### src/rtl/mem_access_pkg.sv
// Shared types and constants for the load/store stage in front of the 16-bit data memory.
package mem_access_pkg;

    localparam int LANE_W = 8;

    // Encodings of req_byte
    localparam logic SIZE_WORD = 1'b0;
    localparam logic SIZE_BYTE = 1'b1;

    typedef enum logic [2:0] {
        IDLE   = 3'd0,
        RD     = 3'd1,
        RMW_RD = 3'd2,
        RMW_WR = 3'd3,
        WR     = 3'd4,
        RESP   = 3'd5
    } state_t;

    function automatic logic is_misaligned(input logic byte_access, input logic addr_lsb);
        return (byte_access == SIZE_WORD) && addr_lsb;
    endfunction

endpackage

### src/rtl/mem_access_unit_byte_lane_unit.sv
// Combinational byte-lane helpers: extract a lane with optional sign extension,
// and merge a byte into a lane of an existing word.
module byte_lane_unit
    import mem_access_pkg::*;
#(
    parameter int DATA_W = 16
) (
    input  logic [DATA_W-1:0] ext_word,
    input  logic              ext_lane,
    input  logic              ext_sext,
    output logic [DATA_W-1:0] ext_result,
    input  logic [DATA_W-1:0] merge_word,
    input  logic              merge_lane,
    input  logic [LANE_W-1:0] merge_byte,
    output logic [DATA_W-1:0] merge_result
);

    localparam int NUM_LANES = DATA_W / LANE_W;

    logic [LANE_W-1:0] lane_sel;

    assign lane_sel   = ext_lane ? ext_word[2*LANE_W-1:LANE_W] : ext_word[LANE_W-1:0];
    assign ext_result = {{(DATA_W-LANE_W){ext_sext & lane_sel[LANE_W-1]}}, lane_sel};

    genvar gi;
    generate
        for (gi = 0; gi < NUM_LANES; gi++) begin : g_merge
            assign merge_result[gi*LANE_W +: LANE_W] =
                (int'(merge_lane) == gi) ? merge_byte : merge_word[gi*LANE_W +: LANE_W];
        end
    endgenerate

endmodule

### src/rtl/mem_access_unit.sv
// Load/store unit: byte-address to word-index translation, byte loads with extension,
// byte stores via read-modify-write, and a one-cycle response pulse.
module mem_access_unit
    import mem_access_pkg::*;
#(
    parameter int ADDR_W = 16,
    parameter int DATA_W = 16
) (
    input  logic              clk,
    input  logic              rst,
    input  logic              req_valid,
    output logic              req_ready,
    input  logic              req_we,
    input  logic              req_byte,
    input  logic              req_sext,
    input  logic [ADDR_W-1:0] req_addr,
    input  logic [DATA_W-1:0] req_wdata,
    output logic              resp_valid,
    output logic [DATA_W-1:0] resp_rdata,
    output logic              resp_err,
    output logic              busy,
    output logic [15:0]       mem_access_addr,
    output logic [DATA_W-1:0] mem_write_data,
    output logic              mem_write_en,
    output logic              mem_read,
    input  logic [DATA_W-1:0] mem_read_data
);

    state_t state_reg, state_next;

    logic              we_q, byte_q, sext_q, err_q;
    logic [ADDR_W-1:0] addr_q;
    logic [DATA_W-1:0] wdata_q, merge_q, rdata_q;
    logic [DATA_W-1:0] ext_result, merge_result;
    logic              accept, misaligned;

    assign accept     = req_valid & req_ready;
    assign misaligned = is_misaligned(req_byte, req_addr[0]);

    byte_lane_unit #(.DATA_W(DATA_W)) u_lanes (
        .ext_word     (mem_read_data),
        .ext_lane     (addr_q[0]),
        .ext_sext     (sext_q),
        .ext_result   (ext_result),
        .merge_word   (mem_read_data),
        .merge_lane   (addr_q[0]),
        .merge_byte   (wdata_q[LANE_W-1:0]),
        .merge_result (merge_result)
    );

    always_ff @(posedge clk or posedge rst) begin
        if (rst) state_reg <= IDLE;
        else     state_reg <= state_next;
    end

    always_comb begin
        state_next = state_reg;
        unique case (state_reg)
            IDLE: begin
                if (accept) begin
                    if (misaligned)                 state_next = RESP;
                    else if (!req_we)               state_next = RD;
                    else if (req_byte == SIZE_BYTE) state_next = RMW_RD;
                    else                            state_next = WR;
                end
            end
            RD, WR, RMW_WR: state_next = RESP;
            RMW_RD:         state_next = RMW_WR;
            RESP:           state_next = IDLE;
            default:        state_next = IDLE;
        endcase
    end

    always_comb begin
        req_ready      = (state_reg == IDLE) & ~rst;
        busy           = (state_reg != IDLE);
        resp_valid     = (state_reg == RESP);
        mem_read       = (state_reg == RD) || (state_reg == RMW_RD);
        mem_write_en   = ((state_reg == WR) || (state_reg == RMW_WR)) & ~rst;
        mem_write_data = '0;
        if (state_reg == WR)     mem_write_data = wdata_q;
        if (state_reg == RMW_WR) mem_write_data = merge_q;
    end

    // rdata_q is cleared at accept so stores and misaligned accesses answer with zero
    always_ff @(posedge clk or posedge rst) begin
        if (rst) begin
            we_q    <= 1'b0;
            byte_q  <= 1'b0;
            sext_q  <= 1'b0;
            err_q   <= 1'b0;
            addr_q  <= '0;
            wdata_q <= '0;
            merge_q <= '0;
            rdata_q <= '0;
        end else begin
            if (accept) begin
                we_q    <= req_we;
                byte_q  <= req_byte;
                sext_q  <= req_sext;
                err_q   <= misaligned;
                addr_q  <= req_addr;
                wdata_q <= req_wdata;
                rdata_q <= '0;
            end
            if (state_reg == RD)     rdata_q <= (byte_q == SIZE_BYTE) ? ext_result : mem_read_data;
            if (state_reg == RMW_RD) merge_q <= merge_result;
        end
    end

    assign resp_err        = resp_valid & err_q & ~we_q | resp_valid & err_q & we_q;
    assign resp_rdata      = rdata_q;
    assign mem_access_addr = 16'({1'b0, addr_q[ADDR_W-1:1]});

endmodule

### config.mk
export PLATFORM = sky130hd
export DESIGN_NAME = mem_access_unit
export DESIGN_NICKNAME = d
export VERILOG_FILES = /design/src/rtl/mem_access_pkg.sv /design/src/rtl/mem_access_unit_byte_lane_unit.sv /design/src/rtl/mem_access_unit.sv
export SDC_FILE = /design/constraint.sdc
export NUM_CORES = 1
export LEC_CHECK = 0
export ABC_AREA = 1
export BUFFER_PORTS_ARGS = -buffer_cell sky130_fd_sc_hd__buf_4
export CAP_MARGIN = 20
export CORE_UTILIZATION = 52
export CTS_BUF_LIST = sky130_fd_sc_hd__clkbuf_8
export DETAILED_ROUTE_END_ITERATION = 16
export PLACE_DENSITY = 0.9
export SETUP_SLACK_MARGIN = 0.05
export SLEW_MARGIN = 20
export SYNTH_ARGS = -nofsm -noshare
export SYNTH_HDL_FRONTEND = slang
export SYNTH_HIERARCHICAL = 1
export SYNTH_SLANG_ARGS = --single-unit
### constraint.sdc
create_clock -name clk -period 2.4 [get_ports clk]
set_clock_uncertainty 0.05 [all_clocks]
set_input_delay 0.48 -clock clk [delete_from_list [all_inputs] [get_ports clk]]
set_output_delay 0.48 -clock clk [all_outputs]
set_load 0.02 [all_outputs]
* Word level (Yosys, flattened, before mapping) *
Cells that the tools add are included.

storage, ports and cells
  input bits = 54
  logic and storage cells = 46
  bits in registers = 71

cells by class
  eq/ne operators = 6
  reductions and logical operators = 7
  mux-type cells = 13
  bitwise operators = 11

operators with widths
  kind                                                             count
  16-bit two-way mux                                               5
  8-bit two-way mux                                                3
  3-bit two-way mux                                                4
  3-bit one-hot mux with 3 select lines                            1
  1-bit AND                                                        7
  3-bit by 2-bit == test with 1-bit output, second input constant  2
  3-bit == test, second input constant                             2
  3-bit by 1-bit == test with 1-bit output, second input constant  1
  3-bit zero test                                                  1
  1-bit inverter                                                   3
  3-bit nonzero test                                               1
  3-bit OR reduction                                               1
  1-bit logical OR                                                 2
  2-bit inequality test, second input constant                     1
  2-bit nonzero test                                               1
  1-bit logical AND                                                1
  1-bit OR                                                         1

* Logic depth before layout (Yosys ltp) *
Gate-level depths: netlist of run 1.

  word-level depth = 5
  gate-level depth with buffers = 10
  mapped depth without buffers = 8

* Hierarchy *
The synthesis of run 1 kept the hierarchy.

modules (own cells, without submodules)
  module           cells each  area each (um2)  instances
  mem_access_unit  413         3460.8           1
  byte_lane_unit   81          395.4            1

* Worst setup path before layout of run 1 *
No wires, ideal clock.

  path type = input port to flip-flop
  from = input rst
  to = register rdata_q[12] (netlist: resp_rdata[12])
  path slack = 359 ps
  stages = 5
  path buffers = 1
  required time = 2229 ps
  arrival time = 1870 ps
  cells stage by stage = inv_2 -> nand4_4 -> buf_4 -> nand3_1 -> nand2_1

on the way
  cells in the longest elaborated chain, start to end = 4

RTL lines
  item                          RTL line                text
  start, declared               mem_access_unit.sv:10   input logic rst,
  1-bit inverter                mem_access_unit.sv:75   req_ready = (state_reg == IDLE) & ~rst;
  1-bit AND                     mem_access_unit.sv:75
  1-bit AND                     mem_access_unit.sv:37   assign accept = req_valid & req_ready;
  2-bit nonzero test (no line)  -
  end signal, assigned          mem_access_unit.sv:106  if (state_reg == RD) rdata_q <= (byte_q == SIZE_BYTE) ? ext_result : mem_read_data;
  end, declared                 mem_access_unit.sv:33   logic [DATA_W-1:0] wdata_q, merge_q, rdata_q;

Every way passes these cells.
A chain may end at the register's enable or synchronous reset.

* Final worst setup path of run 1 *
  from = register state_reg[0]
  to = output mem_read

on the way
  cells in the longest elaborated chain, start to end = 2

RTL lines
  item                                                                                                  RTL line               text
  start, declared                                                                                       mem_access_unit.sv:29  state_t state_reg, state_next;
  start signal, assigned                                                                                mem_access_unit.sv:53  else state_reg <= state_next;
  3-bit by 1-bit == test with 1-bit output or 3-bit by 2-bit == test with 1-bit output (tied branches)  mem_access_unit.sv:78  mem_read = (state_reg == RD) || (state_reg == RMW_RD);
  1-bit logical OR *                                                                                    mem_access_unit.sv:78
  end, declared                                                                                         mem_access_unit.sv:25  output logic mem_read,

Every way passes the cells marked *; elsewhere a longest branch is shown, timed or not.

==> impl_metrics.ini, run 1 <==
[synthesis]
syn-instance-count = 494
synth_top_flop_cell = dfrtp_1
synth.cell_area_mm2 = 0.00386
synthMostInstantiatedCell = nand2_1
ys_top_cells_by_count = nand2_1, dfrtp_1, nand3_1
area_share_of_the_largest_cell_type_after_synthesis_pct = 45.4
synthesis.area_per_instance_um2 = 7.81
synth.ff_latch_count = 70
synth-edff-count = 0
fraction_of_synthesis_flops_using_an_asynchronous_set_or_reset_pin_pct = 100
synthDominantAreaCellType = dfrtp_1
sequential_share_of_the_synthesized_area_pct = 45.4
yosysUniqueCellTypes = 25
synth_nets = 548
synth.area.top_cells = dfrtp_1, nand2_1, nand3_1, buf_4, inv_1
synthesis_warning_total = 6

[min_path]
timing.hold.worst.class = in -> reg

[global_routing]
grt_pass1_vias = 3171
grt-ovfl-total = 0
grt_max_degree = 71
grt_first_pass_wirelength_um = 14800
grt_antenna_before_repair = 0
gr-usage-all-layers_pct = 25.0

[drt]
avgRoutedWirePerCell_um = 13.9
post_drt_via_cell_ratio = 5.12
detailroute.via_count = 3423
drt_wl_total_um = 9310
drtAntennaViolNets = 0
route.detailed.drc = 0
drt_iter0_markers = 175
drtPass1Iterations = 6

[run_status]
run_status = finished, final reports clean

[clocking]
cts.reportedPaths.clkPinSlew_ps = 80
cts.htree.levels = 3
setup_repair_bufs_after_cts = 0
clock_root_cell = clkbuf_8
clock_tree.buffer_depth = 2
cts_buffers = 9
cts-hold-fix-buffers = 0
worstSkewPairLatency_ps = 350
tritoncts = done
tritoncts_num_sinks = 70

[setup_path]
critPathArrivalTime_ps = 1680
critical_path_fanout_max = 17
end_kind = primary output
critical_path_required_ps = 1870
cp-start-kind = flop
crit_type = reg -> out

[timing]
maxClockFrequency_mhz = 452
final_period_util_pct = 92.2
worst_setup_slack_final_ps = 187
rsz0062_at_grt = true
hold_viol = 0
min_period_ps = 2210
tightestPinTransition_ps = 914
report.final.setup_viol = 0
setup_total_negative_slack_ps = 0
timing.slew.headroom_pct = 39.1
slew_viol_final = 0

[floorplanning]
num_io_pins = 108
dieHeight_um = 88.1
coreArea_mm2 = 0.00721
die-area_mm2 = 0.00776
die-width_um = 88.1
core.rowCount = 31
initial_core_util_pct = 53.5

[power]
internal_power_mw = 3.66
irDropWorstVdd_v = 0.000675
swShare_pct = 42.7
switching_power_mw = 2.73
p_comb_share_pct = 45.9
power_frac_seq_pct = 34.1
share_clk_of_total_power_pct = 20.0
leakagePower_nw = 2.54
power.density_cell_area_mw_per_mm2 = 1360

[placed_design]
place_area_mm2 = 0.00443
port-buffer-count = 106
place_congestion = 0.872
dp.cells = 652
post_dp_hpwl_um = 6520
dpl_worst_slack_ps = 335

[cells_and_area]
finish.cell_count_without_fillers = 669
number_of_diodes_added_for_antenna_fixing = 0
finalInstanceArea_mm2 = 0.00472
areaGrowthSynthToFinish_pct = 22.3
number_of_nets_in_the_final_layout = 619
final_layout_size_suffix_gt1_share_pct = 26.1

[run]
maxcap_violations = 0
## stage by stage
| stage | power, mW | util [%] | hold WS, ps |
|---|---|---|---|
| 6_report | 6.39 | 65.4 | 299 |
| 5_1_grt | 6.86 | 65.4 | 284 |
| 4_1_cts | 6.38 | 65.2 | 291 |
| 3_5_place_dp | 5.08 | 61.4 | 420 |
| 3_3_place_gp | 4.97 | 61.4 | 415 |
| 2_1_floorplan | 4.42 | - | 396 |
## power by group through the flow
stage / Sequential (mW) / Combinational [mW] / Clock [mW]
2_1_floorplan: 2.16 / 2.27 / 0
3_3_place_gp: 2.15 / 2.82 / 0
3_5_place_dp: 2.17 / 2.91 / 0
4_1_cts: 2.16 / 2.93 / 1.29
5_1_grt: 2.25 / 3.26 / 1.34
6_report: 2.18 / 2.93 / 1.28
## metal layers
metal / vias to the layer above / global-route usage [%] / wire, um
met4: 0 / 8.36 / 180
met1: 1574 / 32.3 / 4010
met5: - / 0 / 0
li1: 1694 / - / -
met3: 16 / 6.97 / 741
met2: 139 / 40.6 / 4370
## final cells by class
cell class                      count  area [um2]
Sequential cell                    70        1750
Inverter                           52         203
Tap cell                           99         124
Clock inverter                      7         143
Clock buffer                        9         124
Fill cell                         626        2500
Timing Repair Buffer              113         848
Multi-Input combinational cell    319        1520
## worst max-delay path, cell delays in order, from the launching register on
cell and delay (ps):
dfrtp_1 550, nand2_2 170, nor2_8 250, inv_4 130, nand2_1 100, buf_4 140
## worst paths after layout
path,from,to,slack [ps],cells past startpoint
min in group asynchronous,rst,addr_q[8],430,3
worst max-delay path,state_reg[0],mem_read,190,5
worst min register to register,addr_q[3],addr_q[3],440,2
max in group asynchronous,rst,state_reg[1],1270,3
worst min-delay path,req_wdata[14],wdata_q[14],300,3
worst max register to register,addr_q[0],resp_rdata[14],610,8
## cells by family after synthesis
group,count (synthesis),share of synthesized area [%]
AND/OR/NAND/NOR,247,28.2
buffers and inverters,106,15.5
AO/OA/AOI/OAI,70,10.8
flip-flops,70,45.4
other,1,0.0972
## placed cells by master, fill, tap and decap left out
cell,instances
nand4_4,1
a21oi_1,19
nor3_1,1
bufinv_16,4
inv_2,2
nor2_1,31
inv_6,3
nand3_2,2
clkbuf_8,9
dfrtp_2,1
buf_4,113
inv_1,48
inv_4,1
and2_1,1
a21oi_2,6
nand3_1,65
nand2_1,141
o21ai_0,28
nor2_8,2
nand2_2,1
o211ai_1,17
nor2_4,2
nand2_4,1
dfrtp_1,69
clkinv_2,1
conb_1,1
## timing repair
| action | 4_1_cts | 5_1_grt |
|---|---|---|
| pin swaps | 0 | 1 |
| cloned | 0 | 1 |
| setup endpoints to repair | 17 | 18 |
| gates resized for setup | 1 | 2 |
(Power assumes the default switching activity.)
==> inputs of run 2 (changes only) <==
CORE_MARGIN = 2   (was unset)
==> run 2 against run 1 <==
Combinational power about the same. Via count up 1.0%. Cell count unchanged. Power down 1.5%. Sequential cell count unchanged. Count of clock-buffer cells in the layout up 1. Core utilization down 0.17 points. Wire length up 2.5%. Clock power down 9%. Maximum frequency down 2.2%. Critical path depth unchanged. Critical path type unchanged. Largest cell class unchanged. Largest power group unchanged.
==> impl_metrics.ini, run 2 (same netlist as run 1, synthesis figures left out) <==
[setup_path]
r2r_setup_slack_ps = 620
critical_path_required_ps = 1870
cp-start-kind = flop
critical-path-max-stage-delay_ps = 580
cp_slowest_cell = dfrtp_1
critical-path-top-delay-family = flip-flops
timing.critical_path.to = mem_read
worst_r2r_endpoint = sext_q
length_in_cells_of_the_worst_reg_to_reg_path = 6
regToRegStartpoint = state_reg[1]
path_depth = 5
end_kind = primary output
crit_type = reg -> out
path_buf_inv = 2
timing.critical_path.cells = nand2_2 > nor2_8 > inv_4 > nand2_1 > buf_4
crit_path_start = state_reg[0]
critPathArrivalTime_ps = 1730
critical_path_fanout_max = 17

[drt]
detailroute.via_count = 3458
drtAntennaViolNets = 0
post_drt_via_cell_ratio = 5.17
drt_wl_total_um = 9530
drtPass1Iterations = 6
route.detailed.drc = 0
avgRoutedWirePerCell_um = 14.3
drt_iter0_markers = 218

[run_status]
run_status = finished, final reports clean

[cells_and_area]
finalInstanceArea_mm2 = 0.00470
final_layout_size_suffix_gt1_share_pct = 26.1
final.fill_count = 642
areaGrowthSynthToFinish_pct = 22.0
number_of_diodes_added_for_antenna_fixing = 0
fin_util_pct = 65.2
top_library_cells_by_usage_in_the_layout_fill_and_taps_aside = nand2_1, buf_4, dfrtp_1, nand3_1, inv_1
number_of_nets_in_the_final_layout = 619
mostFrequentLayoutCell = nand2_1

[floorplanning]
num_io_pins = 108
die-area_mm2 = 0.00812
core.rowCount = 31
initial_core_util_pct = 53.5
die-width_um = 90.1
dieHeight_um = 90.1
coreArea_mm2 = 0.00721

[timing]
smallest_hold_slack_ps = 299
worst_setup_slack_final_ps = 137
timing.slew.headroom_pct = 41.1
hold_viol = 0
slew_viol_final = 0
rsz0062_at_grt = true
min_period_ps = 2260
final_period_util_pct = 94.3
maxClockFrequency_mhz = 442
setup_total_negative_slack_ps = 0
tightestPinTransition_ps = 883
report.final.setup_viol = 0

[clocking]
cts.htree.levels = 3
tritoncts_num_sinks = 70
cts_buffers = 9
worstSkewPairLatency_ps = 350
cts.reportedPaths.clkPinSlew_ps = 80
tritoncts = done
clock_root_cell = clkbuf_8
clock_tree.buffer_depth = 2

[placed_design]
place_area_mm2 = 0.00443
place_congestion = 0.872
dpl_worst_slack_ps = 294
port-buffer-count = 106
post_dp_hpwl_um = 6860

[global_routing]
grt_pass1_vias = 3340
gr-usage-all-layers_pct = 24.0
grt_first_pass_wirelength_um = 15600
grt_max_degree = 71
grt-ovfl-total = 0
grt_antenna_before_repair = 0

[power]
power.density_cell_area_mw_per_mm2 = 1340
irDropWorstVdd_v = 0.000685
leakagePower_nw = 2.53

[run]
maxcap_violations = 0

[min_path]
timing.hold.worst.class = in -> reg
-- run 2: changes by cell type in the layout (fill, tap and decap cells not counted) --
cell       change
bufinv_16      -1
clkbuf_8       +1
nand3_2        -1
clkinv_2       +1
nand3_4        +1
clkinv_4       +1
inv_6          -2
-- run 2: timing repair --
action | 4_1_cts | 5_1_grt
buffers inserted | 0 | 0
hold buffers | 0 | 0
cloned | 1 | 0
setup endpoints to repair | 17 | 17
hold endpoints to repair | 0 | 0
gates resized for setup | 1 | 3
pin swaps | 1 | 0
-- run 2: worst register-to-register path, cell delays in order, from the launching register on --
cell and delay, ps:
dfrtp_2 520, nor2_4 330, nand2_4 130, nor2_8 130, buf_4 310, nand3_1 150, nand2_1 90
-- run 2: final cells by class --
| type | instances | area (um2) | area share, % |
|---|---|---|---|
| Sequential cell | 70 | 1750 | 37.3 |
| Multi-Input combinational cell | 319 | 1530 | 32.5 |
| Timing Repair Buffer | 113 | 848 | 18.0 |
| Inverter | 52 | 203 | 4.31 |
| Clock buffer | 10 | 138 | 2.93 |
| Tap cell | 99 | 124 | 2.63 |
| Clock inverter | 6 | 109 | 2.31 |
-- run 2: where the power goes --
part / total [mW] / internal [mW] / leakage [nW] / switching [mW]
Clock: 1.17 / 0.717 / 0.126 / 0.456
Combinational: 2.95 / 1.12 / 1.55 / 1.83
Sequential: 2.18 / 1.74 / 0.859 / 0.434
-- run 2: metrics by stage --
step	power [mW]	std cells
detailed placement	5.10	652
global placement	4.97	652
global route	6.74	669
CTS	6.30	669
finish	6.30	669
floorplan	4.42	494
-- run 2: how the worst min path moves through the flow --
stage                            start  depth (start not counted)         end
after global placement      wdata_q[9]                          2  wdata_q[9]
final                     req_addr[13]                          3  addr_q[13]
after detailed placement     addr_q[6]                          2   addr_q[6]
after global routing      req_addr[15]                          3  addr_q[15]
after CTS                 req_addr[13]                          3  addr_q[13]
after floorplan                  err_q                          2       err_q
-- run 2: metal layers --
layer	vias up	routed length, um	GRT usage [%]
met1	1580	3960	29.9
met4	0	230	11.0
li1	1694	-	-
met3	25	820	6.71
met2	159	4530	38.9
met5	-	0	0
